**src/rtl/tap_pkg.sv**
```systemverilog
// ---------------------------------------------------------------------------
// tap_pkg
// Shared definitions for the IEEE 1149.1 TAP controller:
//   - TAP_STATE_W : width of the state code (4)
//   - tap_state_e : the 16 TAP states with the standard 1149.1 encoding
//   - tap_ctrl_t  : bundle of decoded control outputs
//   - tap_decode  : maps a state to its control outputs
// ---------------------------------------------------------------------------
package tap_pkg;

    localparam int TAP_STATE_W = 4;

    typedef enum logic [TAP_STATE_W-1:0] {
        EX2DR = 4'h0,
        EX1DR = 4'h1,
        SHDR  = 4'h2,
        PSDR  = 4'h3,
        SELIR = 4'h4,
        UPDR  = 4'h5,
        CAPDR = 4'h6,
        SELDR = 4'h7,
        EX2IR = 4'h8,
        EX1IR = 4'h9,
        SHIR  = 4'hA,
        PSIR  = 4'hB,
        RTI   = 4'hC,
        UPIR  = 4'hD,
        CAPIR = 4'hE,
        TLR   = 4'hF
    } tap_state_e;

    typedef struct packed {
        logic test_log_res;
        logic shift_ir;
        logic ir_sh_en;
        logic ir_com_en;
        logic shift_dr;
        logic dr_sh_en;
        logic dr_com_en;
        logic sel_ir;
        logic tdo_en;
    } tap_ctrl_t;

    // Control outputs as a pure function of the state. The top registers the
    // result for the upcoming state, so outputs line up with Tap_state.
    function automatic tap_ctrl_t tap_decode(input tap_state_e s);
        tap_ctrl_t c;
        c              = '0;
        c.test_log_res = (s == TLR);
        c.shift_ir     = (s == SHIR);
        c.ir_sh_en     = (s == CAPIR) || (s == SHIR);
        c.ir_com_en    = (s == UPIR);
        c.shift_dr     = (s == SHDR);
        c.dr_sh_en     = (s == CAPDR) || (s == SHDR);
        c.dr_com_en    = (s == UPDR);
        // TDO follows the IR chain in TLR and throughout the IR branch.
        c.sel_ir       = (s == TLR)  || (s == SELIR) || (s == CAPIR) ||
                         (s == SHIR) || (s == EX1IR) || (s == PSIR)  ||
                         (s == EX2IR) || (s == UPIR);
        c.tdo_en       = (s == SHIR) || (s == SHDR);
        return c;
    endfunction

endpackage

```
**src/rtl/tap_next_state.sv**
```systemverilog
// ---------------------------------------------------------------------------
// tap_next_state
// Combinational TAP state transition table.
//   state      in  tap_state_e  current TAP state
//   tms        in  1            test mode select
//   next_state out tap_state_e  state after the next rising TCK
// ---------------------------------------------------------------------------
module tap_next_state
    import tap_pkg::*;
(
    input  tap_state_e state,
    input  logic       tms,
    output tap_state_e next_state
);

    always_comb begin
        next_state = TLR;
        case (state)
            TLR:   next_state = tms ? TLR   : RTI;
            RTI:   next_state = tms ? SELDR : RTI;
            SELDR: next_state = tms ? SELIR : CAPDR;
            SELIR: next_state = tms ? TLR   : CAPIR;
            CAPDR: next_state = tms ? EX1DR : SHDR;
            SHDR:  next_state = tms ? EX1DR : SHDR;
            EX1DR: next_state = tms ? UPDR  : PSDR;
            PSDR:  next_state = tms ? EX2DR : PSDR;
            EX2DR: next_state = tms ? UPDR  : SHDR;
            UPDR:  next_state = tms ? SELDR : RTI;
            CAPIR: next_state = tms ? EX1IR : SHIR;
            SHIR:  next_state = tms ? EX1IR : SHIR;
            EX1IR: next_state = tms ? UPIR  : PSIR;
            PSIR:  next_state = tms ? EX2IR : PSIR;
            EX2IR: next_state = tms ? UPIR  : SHIR;
            UPIR:  next_state = tms ? SELDR : RTI;
            default: next_state = TLR;
        endcase
    end

endmodule

```
**src/rtl/tap_controller.sv**
```systemverilog
// ---------------------------------------------------------------------------
// tap_controller
// IEEE 1149.1 16-state TAP controller; sole source of IR/DR cell controls.
// Optional feature macro: TAP_RTI_CNT_EN (adds the Run-Test/Idle counter).
//   clk          in   TCK, all state changes on rising edge
//   reset        in   TRST, asynchronous, active-low
//   TMS          in   test mode select
//   Test_Log_Res out  1 in Test-Logic-Reset
//   Shift_IR     out  1 in Shift-IR
//   IR_Sh_t_en   out  IR shift-stage enable (Capture-IR, Shift-IR)
//   IR_Com_t_en  out  IR update-stage enable (Update-IR)
//   Shift_DR     out  1 in Shift-DR
//   DR_Sh_t_en   out  DR shift-stage enable (Capture-DR, Shift-DR)
//   DR_Com_t_en  out  DR update-stage enable (Update-DR)
//   Sel_IR       out  TDO source: 1 = IR chain, 0 = DR chain
//   TDO_en       out  TDO output enable
//   Tap_state    out  current 4-bit state code
//   Rti_cnt      out  Run-Test/Idle counter (TAP_RTI_CNT_EN only)
// ---------------------------------------------------------------------------
module tap_controller
    import tap_pkg::*;
#(
    parameter int RTI_CNT_W = 16
)
(
    input  logic                   clk,
    input  logic                   reset,
    input  logic                   TMS,
    output logic                   Test_Log_Res,
    output logic                   Shift_IR,
    output logic                   IR_Sh_t_en,
    output logic                   IR_Com_t_en,
    output logic                   Shift_DR,
    output logic                   DR_Sh_t_en,
    output logic                   DR_Com_t_en,
    output logic                   Sel_IR,
    output logic                   TDO_en,
    output logic [TAP_STATE_W-1:0] Tap_state
`ifdef TAP_RTI_CNT_EN
    ,
    output logic [RTI_CNT_W-1:0]   Rti_cnt
`endif
);

    tap_state_e state;
    tap_state_e next_state;
    tap_ctrl_t  ctrl;

    tap_next_state u_next_state (
        .state      (state),
        .tms        (TMS),
        .next_state (next_state)
    );

    // Outputs are flops loaded from the decode of the next state, so they are
    // glitch-free and valid in the same cycle as the state they describe.
    always_ff @(posedge clk or negedge reset) begin
        if (!reset) begin
            state <= TLR;
            ctrl  <= tap_decode(TLR);
        end else begin
            state <= next_state;
            ctrl  <= tap_decode(next_state);
        end
    end

    assign Tap_state    = state;
    assign Test_Log_Res = ctrl.test_log_res;
    assign Shift_IR     = ctrl.shift_ir;
    assign IR_Sh_t_en   = ctrl.ir_sh_en;
    assign IR_Com_t_en  = ctrl.ir_com_en;
    assign Shift_DR     = ctrl.shift_dr;
    assign DR_Sh_t_en   = ctrl.dr_sh_en;
    assign DR_Com_t_en  = ctrl.dr_com_en;
    assign Sel_IR       = ctrl.sel_ir;
    assign TDO_en       = ctrl.tdo_en;

`ifdef TAP_RTI_CNT_EN
    // Counts edges spent in Run-Test/Idle, saturating; cleared when a capture
    // state is entered so each RUNBIST window starts from zero.
    always_ff @(posedge clk or negedge reset) begin
        if (!reset) begin
            Rti_cnt <= '0;
        end else if ((next_state == CAPDR) || (next_state == CAPIR)) begin
            Rti_cnt <= '0;
        end else if ((state == RTI) && (Rti_cnt != '1)) begin
            Rti_cnt <= Rti_cnt + 1'b1;
        end
    end
`endif

endmodule

```
**config.mk**
```make
export PLATFORM = sky130hd
export DESIGN_NAME = tap_controller
export DESIGN_NICKNAME = d
export VERILOG_FILES = /design/src/rtl/tap_pkg.sv /design/src/rtl/tap_next_state.sv /design/src/rtl/tap_controller.sv
export SDC_FILE = /design/constraint.sdc
export NUM_CORES = 1
export LEC_CHECK = 0
export CELL_PAD_IN_SITES_DETAIL_PLACEMENT = 1
export CELL_PAD_IN_SITES_GLOBAL_PLACEMENT = 1
export CORE_MARGIN = 4
export CORE_UTILIZATION = 38
export CTS_BUF_LIST = sky130_fd_sc_hd__clkbuf_4 sky130_fd_sc_hd__clkbuf_8 sky130_fd_sc_hd__clkbuf_16
export CTS_CLUSTER_SIZE = 8
export DETAILED_ROUTE_END_ITERATION = 10
export GPL_TIMING_DRIVEN = 0
export MAX_ROUTING_LAYER = met4
export PLACE_DENSITY = 0.86
export SLEW_MARGIN = 20
export SYNTH_ARGS = -nofsm -noshare
export SYNTH_HDL_FRONTEND = slang
export SYNTH_SLANG_ARGS = --single-unit
```
**constraint.sdc**
```tcl
create_clock -name clk -period 1.8 [get_ports clk]
set_input_delay 0.36 -clock clk [delete_from_list [all_inputs] [get_ports clk]]
set_output_delay 0.36 -clock clk [all_outputs]
set_load 0.01 [all_outputs]
```
==> impl_metrics.ini, run 1 <==
[finish]
n_antenna_cell = 0
sequential_cell_area_um2 = 333
syn2layout_area_growth_pct = 34.8
final_nets = 75
multiInputGateArea_um2 = 216
drive_above_1_share_pct = 29.6
largest_register_ffs = 4
num-fill-cells = 166

[worst_setup_path]
cp_data_required_time_ns = 1.44
worst-setup-path-type = register to output pin
r2r-end = IR_Com_t_en
cell_family_with_most_cp_delay = flip-flops
worstPathCellList = clkdlybuf4s50_1
critical_path.startpoint_type = register
cp.depth = 1
regToRegStartpoint = Tap_state[3]
worstRegToRegCells = 3
cp.buffers_inverters = 1
worst_path_largest_cell_delay_ns = 0.56
timing.critical_path.fanout_max = 2
slowest_stage = sky130_fd_sc_hd__dfstp_2
endpoint_kind = output pin
worstPathArrival_ns = 1.36
worst_setup_slack_for_register_to_register_paths_ns = 0.49

[timing]
drv_slew = 0
tightest_slew_ns = 0.563
fin_crit_sh_pct = 95.5
worst_slew_margin_rel_pct = 62.4
whs_ns = 0.448
finalWorstPathRequiredPeriod_ns = 1.72
totalNegativeSetupSlack_ns = 0
fin_skew_ns = 0.00236
timing.final.setup_violations = 0
final_hold_viol_count = 0
maxClockFrequency_mhz = 582
grt_setup_unrepaired = no

[die]
core_area_um2 = 1510
starting_density_of_the_core_pct = 40.1
die_x_um = 47.9
die_area_um2 = 2290
floorplan.rows = 14
io_pins = 16
die_height_um = 47.9

[cts]
clk_latency_ns = 0.27
cts-hold-fix-buffers = 0
ctsHtreeMaxLevel = 1
cts_root_buffer = sky130_fd_sc_hd__clkbuf_4
worst_setup_hold_path_clk_slew_ns = 0.08
cts-buffers-inserted = 3
clkSinkCount = 13
cts.path.max_buffers = 2
tritoncts = done

[synthesis]
synthesis.area_um2 = 604
syn_avg_cell_area_um2 = 11.8
yosysSeqAreaShare_pct = 55.1
ys.warnings.count = 0
postSynth.asyncResetShare_pct = 100
yosys_register_bits = 13
yosysTopAreaCellShare_pct = 29.0
synth-edff-count = 0
synthesis.instances = 51
yosysUniqueCellTypes = 28
post-synth-top-area-cell = sky130_fd_sc_hd__dfrtp_1
netlist_top_cells_area = sky130_fd_sc_hd__dfrtp_1, sky130_fd_sc_hd__dfstp_2, sky130_fd_sc_hd__a2111oi_4
yosys_most_used_dff = sky130_fd_sc_hd__dfrtp_1
syn-num-nets = 54

[placed_design]
hpwlAfterDp_um = 982
buffer_ports.inserted = 15
place_congestion = 0.794

[grt]
grt_max_degree = 14
globalRoute.totalOverflow = 0
global_route_wire_length_before_repair_mm = 2.37
number_of_antenna_violations_at_the_first_check_in_global_routing = 0
via_count_of_the_first_global_routing_pass = 475
grt_usage_pct = 16.0

[detailed_routing]
wire_per_inst_um = 15.9
via_total_after_detailed_routing = 475
drtIter0Drc = 7
detail_route.first_pass.iterations = 4
postRouteAntennaNets = 0
post_route_drc = 0
avgViaCountPerCell = 5.46
drt-total-wl_mm = 1.38

[power_and_ir_drop]
power_uw = 1480
worst_supply_voltage_drop_on_vdd_uv = 953
power.leakage_uw = 0.000341
powerDensity_nw_per_um2 = 1820

[run_status]
result_of_the_run = complete, no violations

[job]
cap_viol_max_count = 0

[min_path]
worst_hold_path_type = input pin to asynchronous set/reset pin
-- Yosys cell counts, types with 2 or more instances --
master,count
sky130_fd_sc_hd__a21oi_1,2
sky130_fd_sc_hd__buf_2,2
sky130_fd_sc_hd__buf_4,2
sky130_fd_sc_hd__buf_6,2
sky130_fd_sc_hd__dfrtp_1,7
sky130_fd_sc_hd__dfstp_2,6
sky130_fd_sc_hd__nand2_1,4
sky130_fd_sc_hd__nor4_1,2
sky130_fd_sc_hd__nor4b_1,2
sky130_fd_sc_hd__o21ai_0,3
sky130_fd_sc_hd__o221ai_1,2
-- power breakdown --
| group | switching [µW] | internal (µW) |
|---|---|---|
| sequential | 47.6 | 437 |
| clock | 92.8 | 101 |
| combinational | 411 | 392 |
-- metrics by stage --
stage                     setup slack [ns]  instance area, µm²  util [%]  instances
after floorplan                      0.576                 604         -         51
after global placement               0.264                 774      51.4         82
after detailed placement             0.217                 774      51.4         82
after CTS                           0.0552                 812      53.9         87
after global routing                0.0331                 815      54.1         87
final                               0.0807                 815      54.1         87
-- worst max path at each step --
stage                      start            to  slack [ns]
floorplan           Tap_state[2]        Sel_IR        0.58
global placement             TMS   DR_Com_t_en        0.26
detailed placement           TMS   IR_Com_t_en        0.22
CTS                 Tap_state[1]  Tap_state[1]        0.06
global route        Tap_state[0]  Tap_state[0]        0.03
finish              Tap_state[0]  Tap_state[0]        0.08
-- cell type report --
class,instances,share of cell area (%)
clock buffer,4,3.69
sequential,13,40.9
buffer,6,5.84
tap,16,2.46
inverter,2,0.922
timing repair buffer,16,19.7
multi-input combinational,30,26.6
-- cell families (layout without fill, tap and decap cells) --
logic type | count (synthesis) | count (layout) | synth area share, %
AND/OR/NAND/NOR | 16 | 16 | 15.7
flip-flops | 13 | 13 | 55.1
AO/OA/AOI/OAI | 12 | 12 | 17.0
buffers and inverters | 8 | 28 | 9.11
XOR/XNOR | 1 | 1 | 1.45
multiplexers | 1 | 1 | 1.66
-- cells in the final DEF, fill, tap and decap left out, drive strengths merged --
cell,n
nand4,1
nand2,4
a21o,1
clkdlybuf4s50,14
nand3,1
or3,1
nor3,2
o21ai,3
dfstp,6
a2111oi,1
dlymetal6s2s,1
nor2b,1
xnor2,1
inv,2
a22o,1
nor2,1
nor4b,2
buf,7
dfrtp,7
mux2i,1
and2b,1
o211ai,1
nor4,2
o221ai,2
clkbuf,4
a21oi,3
-- routing by layer --
layer	global-route usage [%]	up-vias	share of wire (%)	wire length (µm)
met1	20.5	232	42	582
met4	8.06	0	1.4	19
met5	-	-	0	0
met3	2.63	2	4.9	68
met2	24.0	14	52	713
li1	-	227	-	-
-- timing repair --
| action | in CTS | in global routing |
|---|---|---|
| setup buffers | 1 | 0 |
| endpoints found under the setup margin | 1 | 1 |
| gates resized for setup | 0 | 1 |
| endpoints found under the hold margin | 0 | 0 |
Note: power is estimated with default switching activity, not from simulation.
==> run 2, diff against run 1 <==
- clock period: 1.8 -> 2.2 ns (I/O delays scaled with it)
==> run 2 against run 1 <==
Effect of this change: worst hold slack better by 0.077 ns; largest power group unchanged; final area is 1.2% lower; combinational power down 21%; first-iteration DRC count unchanged; register-to-register slack better by 0.40 ns; global-route usage fell by 0.39 points; critical path type unchanged; final cell count decreased by 1.1%; clock power fell by 19%; sequential share of layout area up 0.51 points; largest cell class unchanged; flip-flop and latch count did not move.
==> impl_metrics.ini, run 2 (synthesis results as in run 1) <==
[run_status]
result_of_the_run = complete, no violations

[worst_setup_path]
r2r-end = Shift_IR
cp.depth = 1
regToRegStartpoint = Tap_state[3]
worstRegToRegCells = 3
cp.buffers_inverters = 1
worst-setup-path-type = register to output pin
critical_path.startpoint = Tap_state[0]
worst_path_largest_cell_delay_ns = 0.63
critical_path.startpoint_type = register
timing.critical_path.fanout_max = 7
setup.worst_path.end = Tap_state[0]
worstPathCellList = clkdlybuf4s50_1
slowest_stage = sky130_fd_sc_hd__dfstp_2
endpoint_kind = output pin
worst_setup_slack_for_register_to_register_paths_ns = 0.89
cell_family_with_most_cp_delay = flip-flops
worstPathArrival_ns = 1.46
cp_data_required_time_ns = 1.76

[cts]
clkSinkCount = 13
cts_root_buffer = sky130_fd_sc_hd__clkbuf_4
cts-buffers-inserted = 3
buffer_count_from_post_cts_setup_fixing = 0
ctsHtreeMaxLevel = 1
tritoncts = done
post_cts_resize_count = 0
cts.path.max_buffers = 2
cts-hold-fix-buffers = 0
worst_setup_hold_path_clk_slew_ns = 0.08
clk_latency_ns = 0.27

[die]
floorplan.rows = 14
die_x_um = 47.9
io_pins = 16
core_area_um2 = 1510
starting_density_of_the_core_pct = 40.1
die_height_um = 47.9
die_area_um2 = 2290

[finish]
layout_common_cells = sky130_fd_sc_hd__clkdlybuf4s50_1, sky130_fd_sc_hd__dfrtp_1, sky130_fd_sc_hd__dfstp_2
final_nets = 74
final_common_cell = sky130_fd_sc_hd__clkdlybuf4s50_1
finish.instance_area_um2 = 805
largest_register_ffs = 4
post-route-util_pct = 53.4
n_antenna_cell = 0
syn2layout_area_growth_pct = 33.1
drive_above_1_share_pct = 28.6

[power_and_ir_drop]
p_sw_uw = 443
p_clk_share_pct = 13.1
worst_supply_voltage_drop_on_vdd_uv = 773
pwr-share-seq_pct = 34.1
power.combinational.fraction_pct = 52.7
cell_internal_pwr_uw = 756
power.leakage_uw = 0.000328
power_switching_share_pct = 37.0
powerDensity_nw_per_um2 = 1490

[detailed_routing]
wire_per_inst_um = 15.4
postRouteAntennaNets = 0
avgViaCountPerCell = 5.51
via_total_after_detailed_routing = 474
post_route_drc = 0
detail_route.first_pass.iterations = 2
drt-total-wl_mm = 1.32
drtIter0Drc = 7

[placed_design]
post_dp_cell_area_um2 = 774
hpwlAfterDp_um = 982
dp_slack_ns = 0.537
buffer_ports.inserted = 15
place_congestion = 0.794

[job]
cap_viol_max_count = 0

[grt]
global_route_wire_length_before_repair_mm = 2.31
number_of_antenna_violations_at_the_first_check_in_global_routing = 0
via_count_of_the_first_global_routing_pass = 468
globalRoute.totalOverflow = 0
grt_max_degree = 14
grt_usage_pct = 15.6

[timing]
grt_setup_unrepaired = no
drv_slew = 0
fin_crit_sh_pct = 86.1
final_hold_viol_count = 0
maxClockFrequency_mhz = 528
worst_slew_margin_rel_pct = 62.9
totalNegativeSetupSlack_ns = 0
fin_skew_ns = 0.00173
finalWorstSetupSlack_ns = 0.305
timing.final.setup_violations = 0
tightest_slew_ns = 0.554
finalWorstPathRequiredPeriod_ns = 1.90

[min_path]
worst_hold_path_type = input pin to asynchronous set/reset pin
run 2: cell types whose count changed in the layout (fill, tap and decap cells not counted):
cell,before,now
sky130_fd_sc_hd__buf_4,3,2
sky130_fd_sc_hd__clkdlybuf4s50_1,14,15
sky130_fd_sc_hd__dlymetal6s2s_1,1,0
run 2: cell type report:
| type | count | area [µm²] |
|---|---|---|
| Multi-Input combinational cell | 30 | 216 |
| Tap cell | 16 | 20.0 |
| Sequential cell | 13 | 333 |
| Fill cell | 167 | 702 |
| Buffer | 6 | 47.5 |
| Inverter | 2 | 7.51 |
| Clock buffer | 4 | 30.0 |
| Timing Repair Buffer | 15 | 150 |
run 2: worst min-delay path by stage:
stage,from,end
floorplan,reset,DR_Com_t_en
global placement,Tap_state[2],Test_Log_Res
detailed placement,Tap_state[2],Test_Log_Res
CTS,reset,IR_Sh_t_en
global route,reset,IR_Sh_t_en
finish,reset,Shift_DR
run 2: metal layers:
layer	global-route usage [%]	up-vias	wire (µm)
li1	-	226	-
met4	8.06	0	29
met5	-	-	0
met1	19.8	230	563
met2	23.5	14	661
met3	2.63	4	68
run 2: power by group through the flow:
| stage | sequential [µW] | combinational, µW | clock, µW |
|---|---|---|---|
| finish | 409 | 632 | 158 |
| global route | 422 | 693 | 180 |
| CTS | 411 | 642 | 162 |
| detailed placement | 416 | 640 | 0 |
| global placement | 406 | 620 | 0 |
| floorplan | 450 | 348 | 0 |
run 2: through the flow:
step | cells | power, µW | hold WS, ns
6_report | 86 | 1200 | 0.525
5_1_grt | 86 | 1290 | 0.570
4_1_cts | 86 | 1220 | 0.548
3_5_place_dp | 82 | 1060 | 0.612
3_3_place_gp | 82 | 1030 | 0.603
2_1_floorplan | 51 | 798 | 0.144
